--- src/rtl/pipe_hazard_ctrl.sv ---
// Stall/flush sequencer for a 5-stage pipeline: load-use bubbles, MEM-stage branch flushes
// and data-memory wait freezes, with saturating stall/flush counters and a sticky timeout flag.
module pipe_hazard_ctrl #(
  parameter int unsigned TO_W        = 4,
  parameter int unsigned MEM_TIMEOUT = 15,
  parameter int unsigned CNT_W       = 16
) (
  input  logic             Clk,
  input  logic             Rst,
  input  logic [4:0]       ID_rs,
  input  logic [4:0]       ID_rt,
  input  logic             IDEX_MemR,
  input  logic [4:0]       IDEX_rt,
  input  logic             EXMEM_Branch,
  input  logic             EXMEM_zero,
  input  logic             EXMEM_MemR,
  input  logic             EXMEM_MemW,
  input  logic             dmem_ready,
  output logic             dmem_req,
  output logic             PC_We,
  output logic             PC_Src,
  output logic             IFID_We,
  output logic             IFID_Flush,
  output logic             IDEX_We,
  output logic             IDEX_Flush,
  output logic             EXMEM_We,
  output logic             EXMEM_Flush,
  output logic             mem_err,
  output logic [CNT_W-1:0] stall_cnt,
  output logic [CNT_W-1:0] flush_cnt
);

  localparam logic S_RUN   = 1'b0;
  localparam logic S_MWAIT = 1'b1;

  localparam logic [TO_W:0] L_TIMEOUT = (TO_W + 1)'(MEM_TIMEOUT);
  localparam logic [TO_W:0] L_ONE     = (TO_W + 1)'(1);

  logic             r_state;
  logic [TO_W-1:0]  r_to;
  logic             r_mem_err;
  logic [CNT_W-1:0] r_stall_cnt;
  logic [CNT_W-1:0] r_flush_cnt;

  logic             w_state_d;
  logic [TO_W-1:0]  w_to_d;
  logic             w_err_d;
  logic             w_flush_inc;
  logic             w_memop;
  logic             w_taken;
  logic             w_luh;
  logic             w_stuck;
  logic [TO_W:0]    w_to_inc;

  assign w_memop  = EXMEM_MemR | EXMEM_MemW;
  assign w_taken  = EXMEM_Branch & EXMEM_zero;
  assign w_luh    = IDEX_MemR & (IDEX_rt != 5'd0) & ((IDEX_rt == ID_rs) | (IDEX_rt == ID_rt));
  assign w_stuck  = w_memop & ~dmem_ready;
  assign w_to_inc = {1'b0, r_to} + L_ONE;

  always_comb begin
    dmem_req    = 1'b0;
    PC_We       = 1'b1;
    PC_Src      = 1'b0;
    IFID_We     = 1'b1;
    IFID_Flush  = 1'b0;
    IDEX_We     = 1'b1;
    IDEX_Flush  = 1'b0;
    EXMEM_We    = 1'b1;
    EXMEM_Flush = 1'b0;
    w_state_d   = r_state;
    w_to_d      = r_to;
    w_err_d     = r_mem_err;
    w_flush_inc = 1'b0;

    if (Rst) begin
      PC_We       = 1'b0;
      IFID_We     = 1'b0;
      IDEX_We     = 1'b0;
      EXMEM_We    = 1'b0;
      IFID_Flush  = 1'b1;
      IDEX_Flush  = 1'b1;
      EXMEM_Flush = 1'b1;
    end else if (r_state == S_RUN) begin
      dmem_req = w_memop;
      if (w_stuck) begin
        PC_We     = 1'b0;
        IFID_We   = 1'b0;
        IDEX_We   = 1'b0;
        EXMEM_We  = 1'b0;
        w_state_d = S_MWAIT;
        w_to_d    = TO_W'(1);
        if (L_TIMEOUT <= L_ONE) begin
          w_err_d = 1'b1;
        end
      end else if (w_taken) begin
        // A completed memop does not mask branch or load-use handling
        PC_Src      = 1'b1;
        IFID_Flush  = 1'b1;
        IDEX_Flush  = 1'b1;
        EXMEM_Flush = 1'b1;
        w_flush_inc = 1'b1;
      end else if (w_luh) begin
        PC_We      = 1'b0;
        IFID_We    = 1'b0;
        IDEX_Flush = 1'b1;
      end
    end else begin
      dmem_req = 1'b1;
      if (dmem_ready) begin
        w_state_d = S_RUN;
        w_to_d    = '0;
      end else begin
        PC_We    = 1'b0;
        IFID_We  = 1'b0;
        IDEX_We  = 1'b0;
        EXMEM_We = 1'b0;
        // Counter holds at the limit so it never wraps while the wait persists
        if (w_to_inc <= L_TIMEOUT) begin
          w_to_d = w_to_inc[TO_W-1:0];
        end
        if (w_to_inc >= L_TIMEOUT) begin
          w_err_d = 1'b1;
        end
      end
    end
  end

  always_ff @(posedge Clk) begin
    if (Rst) begin
      r_state     <= S_RUN;
      r_to        <= '0;
      r_mem_err   <= 1'b0;
      r_stall_cnt <= '0;
      r_flush_cnt <= '0;
    end else begin
      r_state   <= w_state_d;
      r_to      <= w_to_d;
      r_mem_err <= w_err_d;
      if (!PC_We && (r_stall_cnt != '1)) begin
        r_stall_cnt <= r_stall_cnt + 1'b1;
      end
      if (w_flush_inc && (r_flush_cnt != '1)) begin
        r_flush_cnt <= r_flush_cnt + 1'b1;
      end
    end
  end

  assign mem_err   = r_mem_err;
  assign stall_cnt = r_stall_cnt;
  assign flush_cnt = r_flush_cnt;

endmodule

--- config.mk ---
export PLATFORM = sky130hd
export DESIGN_NAME = pipe_hazard_ctrl
export DESIGN_NICKNAME = d
export VERILOG_FILES = /design/src/rtl/pipe_hazard_ctrl.sv
export SDC_FILE = /design/constraint.sdc
export NUM_CORES = 1
export LEC_CHECK = 0
export BUFFER_PORTS_ARGS = -buffer_cell sky130_fd_sc_hd__buf_2
export CORE_AREA = 4 4 75 77
export CTS_CLUSTER_SIZE = 10
export DETAILED_ROUTE_END_ITERATION = 8
export DIE_AREA = 0 0 79 81
export PLACE_DENSITY = 0.69
export SYNTH_ARGS = -nofsm -noshare
export SYNTH_HDL_FRONTEND = slang
export SYNTH_SLANG_ARGS = --single-unit
--- constraint.sdc ---
create_clock -name Clk -period 2.7 [get_ports Clk]
set_input_delay 0 -clock Clk [delete_from_list [all_inputs] [get_ports Clk]]
set_output_delay 0 -clock Clk [all_outputs]
set_load 0.05 [all_outputs]
==> results.py <==
metrics = {
    "critical_path": {
        "cp_num_buf_inv": 2,
        "crit_slowest_cell": "nor4_2",
        "crit_required_ps": 2870,
        "cp_cell_sequence": "dlygate4sd3_1 -> buf_2 -> o21ba_2 -> or3_1 -> nor4_2 -> nand4_1 -> xor2_1 -> nor2_1",
        "arrival_ps": 2360,
        "cp_max_fo": 7,
        "critPathKind": "in -> reg",
        "reg2reg_to": "stall_cnt[1]",
        "cp-start-kind": "input pin",
        "critical_path.max_stage_delay_ps": 640,
        "rr_startpoint": "stall_cnt[0]",
        "critical_path.top_delay_family": "simple AND/OR/NAND/NOR gates",
        "r2r_setup_slack_ps": 570,
        "reg2reg_depth": 7,
        "startpoint": "dmem_ready",
        "worst_setup_path_end_kind": "register",
    },
    "die": {
        "die_x_um": 79,
        "core_area_um2": 5010,
        "io_pins": 65,
        "initial_utilization": 0.4281,
        "die_height_um": 81,
        "fp-row-count": 26,
        "die_area_um2": 6399,
    },
    "hold_path": {
        "hold_end": "flush_cnt[2]",
        "min_path_cells": 5,
        "worstHoldStart": "EXMEM_zero",
        "hp-class": "in -> reg",
    },
    "logic_synthesis": {
        "synth-seq-cells": 38,
        "synth_area_per_cell_um2": 8.280,
        "async_flop_share": 0,
        "yosysSeqAreaShare": 0.3547,
        "synth_fp_nets": 286,
        "syn_area_um2": 2145,
        "synth_edf_count": 0,
        "syn_inst": 259,
        "synthDistinctLibCells": 50,
        "yosys_warnings": 0,
        "ys_dominant_reg_cell": "dfxtp_1",
    },
    "place": {
        "place_worst_setup_slack_ps": 580.2,
        "io_buffers": 64,
        "post_dp_cell_area_um2": 2497,
        "dp_hpwl_mm": 3.731,
        "routabilityCongestion": 0.8798,
    },
    "detailed_routing": {
        "dr.first_iter.drc_count": 61,
        "totalWireLength_mm": 5.103,
        "ant_nets": 0,
        "drc_errors": 0,
        "avgViaCountPerCell": 5.230,
        "vias": 2066,
        "wl_per_cell_um": 12.92,
        "dr.pass1.iters": 4,
    },
    "clocking": {
        "clock_sinks": 38,
        "clk_path_buf_depth": 2,
        "h-tree-depth": 2,
        "path_clk_slew_ps": 80,
        "ctsResizeCount": 0,
        "clkLatencyLatePin_ps": 290,
        "clockRootBuffer": "clkbuf_8",
        "cts_buffers": 5,
        "tritoncts": "done",
    },
    "sta": {
        "layout_setup_ws_ps": 509.7,
        "post-route-period-util": 0.8112,
        "finalCriticalPeriod_ps": 2190,
        "rsz0062_at_grt": "no",
        "hold_viol_final": 0,
        "report.final.slew_viol_count": 0,
        "fin_skew_ps": 5.805,
        "tightest_slew_ps": 667.6,
        "tns_ps": 0,
        "max_freq_ghz": 0.4566,
        "timing.slew.headroom": 0.5512,
        "setup_violations": 0,
    },
    "power_and_ir_drop": {
        "vdd_drop_max_mv": 0.3168,
        "p_per_area_nw_per_um2": 440.3,
        "power_leakage_nw": 1.062,
        "total_power_mw": 1.153,
    },
    "flow_run": {
        "max_cap_viol_count": 0,
    },
    "global_routing": {
        "antenna_found_initial": 0,
        "grt_max_degree": 39,
        "grt_use_total": 0.1605,
        "grt_pass1_wl_mm": 8.321,
        "grt_pass1_vias": 1894,
        "overflow": 0,
    },
    "final_layout": {
        "multi_input_area_um2": 1291,
        "fin_util": 0.5227,
        "diodes": 0,
        "layout.nets": 351,
        "syn2layout_area_growth_pct": 22.11,
        "fin_area_um2": 2619,
        "regArea_um2": 760.7,
        "nFillCells": 512,
        "drive_gt1_frac": 0.2585,
    },
    "run_status": {
        "status": "complete, no violations",
    },
}
cells in the final DEF, fill, tap and decap left out, types with 4 or more instances in the layout:
master     n
buf_2     64
nor2_1    39
dfxtp_1   38
xor2_1    21
a21oi_1   16
nand2_1   14
or3_1     13
o21ai_0   12
nand3_1   11
nand4_1   11
inv_1      8
nor3_1     8
clkbuf_8   6
or4_1      4
xnor2_1    4
ha_1       4
stage by stage:
step / instances / hold WS [ps]
2_1_floorplan: 259 / 79.13
3_3_place_gp: 384 / 263.1
3_5_place_dp: 384 / 257.5
4_1_cts: 395 / 192.3
5_1_grt: 395 / 236.6
6_report: 395 / 186.9
worst min-delay path, stage by stage:
cell and delay, ps:
buf_2 100, nand2_1 80, nor3_1 80, a21oi_1 140, nor3_1 50
cell type report:
class,instances,share of cell area
sequential,38,0.2905
tap,70,0.03344
multi-input combinational,203,0.4931
clock inverter,1,0.001911
inverter,8,0.01147
clock buffer,7,0.03297
timing repair buffer,68,0.1366
power breakdown:
group / internal, mW / leakage, nW / switching (mW)
Sequential: 0.568 / 0.307 / 0.0116
Combinational: 0.0536 / 0.707 / 0.114
Clock: 0.206 / 0.0482 / 0.199
Total: 0.828 / 1.06 / 0.325
cells in the mapped netlist (2+ instances only):
| cell | instances | share of area |
|---|---|---|
| ha_1 | 4 | 0.023 |
| o2111ai_1 | 2 | 0.0082 |
| or3_1 | 13 | 0.038 |
| a221oi_1 | 2 | 0.0082 |
| nand4_1 | 11 | 0.032 |
| nor4_1 | 2 | 0.0058 |
| inv_1 | 8 | 0.014 |
| and3_1 | 2 | 0.0058 |
| a21oi_1 | 16 | 0.037 |
| o21ai_0 | 12 | 0.028 |
| buf_2 | 2 | 0.0047 |
| buf_4 | 4 | 0.014 |
| nand2b_1 | 3 | 0.0088 |
| nor2b_1 | 3 | 0.0088 |
| xor2_1 | 21 | 0.086 |
| o21ba_2 | 3 | 0.014 |
| xnor2_1 | 4 | 0.016 |
| mux2i_1 | 3 | 0.014 |
| nand3_1 | 11 | 0.026 |
| nor3_1 | 8 | 0.019 |
| a31oi_1 | 3 | 0.0088 |
| clkbuf_1 | 3 | 0.0053 |
| dfxtp_1 | 38 | 0.35 |
| or4_1 | 4 | 0.014 |
| nand2_1 | 14 | 0.025 |
| nor2_1 | 39 | 0.068 |
layer usage:
layer / vias up / routed length, um / global-route usage
met3: 4 / 325 / 0.04435
met1: 957 / 2339 / 0.1977
met4: 0 / 39 / 0.06014
li1: 1052 / - / -
met2: 53 / 2398 / 0.2677
met5: - / 0 / 0
worst max path at each step:
stage / end / slack (ps) / depth (start not counted)
after floorplan: stall_cnt[14] / 270 / 6
after global placement: stall_cnt[14] / 640 / 6
after detailed placement: stall_cnt[14] / 580 / 6
after CTS: flush_cnt[10] / 540 / 8
after global routing: flush_cnt[14] / 350 / 8
final: flush_cnt[10] / 510 / 8
kinds of logic (layout without fill, tap and decap cells):
group / Yosys count / count (layout) / synth area share
and+or+nand+nor: 117 / 117 / 0.2836
DFF: 38 / 38 / 0.3547
muxes: 5 / 5 / 0.02625
AOI/OAI and AO/OA: 51 / 51 / 0.1622
adders and majority gates: 5 / 5 / 0.02801
buffers and inverters: 18 / 84 / 0.04317
xor gates and xnor gates: 25 / 25 / 0.1021
what timing repair did:
action                                  CTS  global route
hold buffers                              3             0
hold endpoints to repair                  3             0
endpoints found under the setup margin    0             0
buffers inserted                          0             0
sequential cells by signal, indices dropped and copies added (netlist names):
signal / cells
r_to: 4
r_state: 1
mem_err: 1
flush_cnt: 16
stall_cnt: 16
No activity file was read; power rests on OpenSTA's default activity.
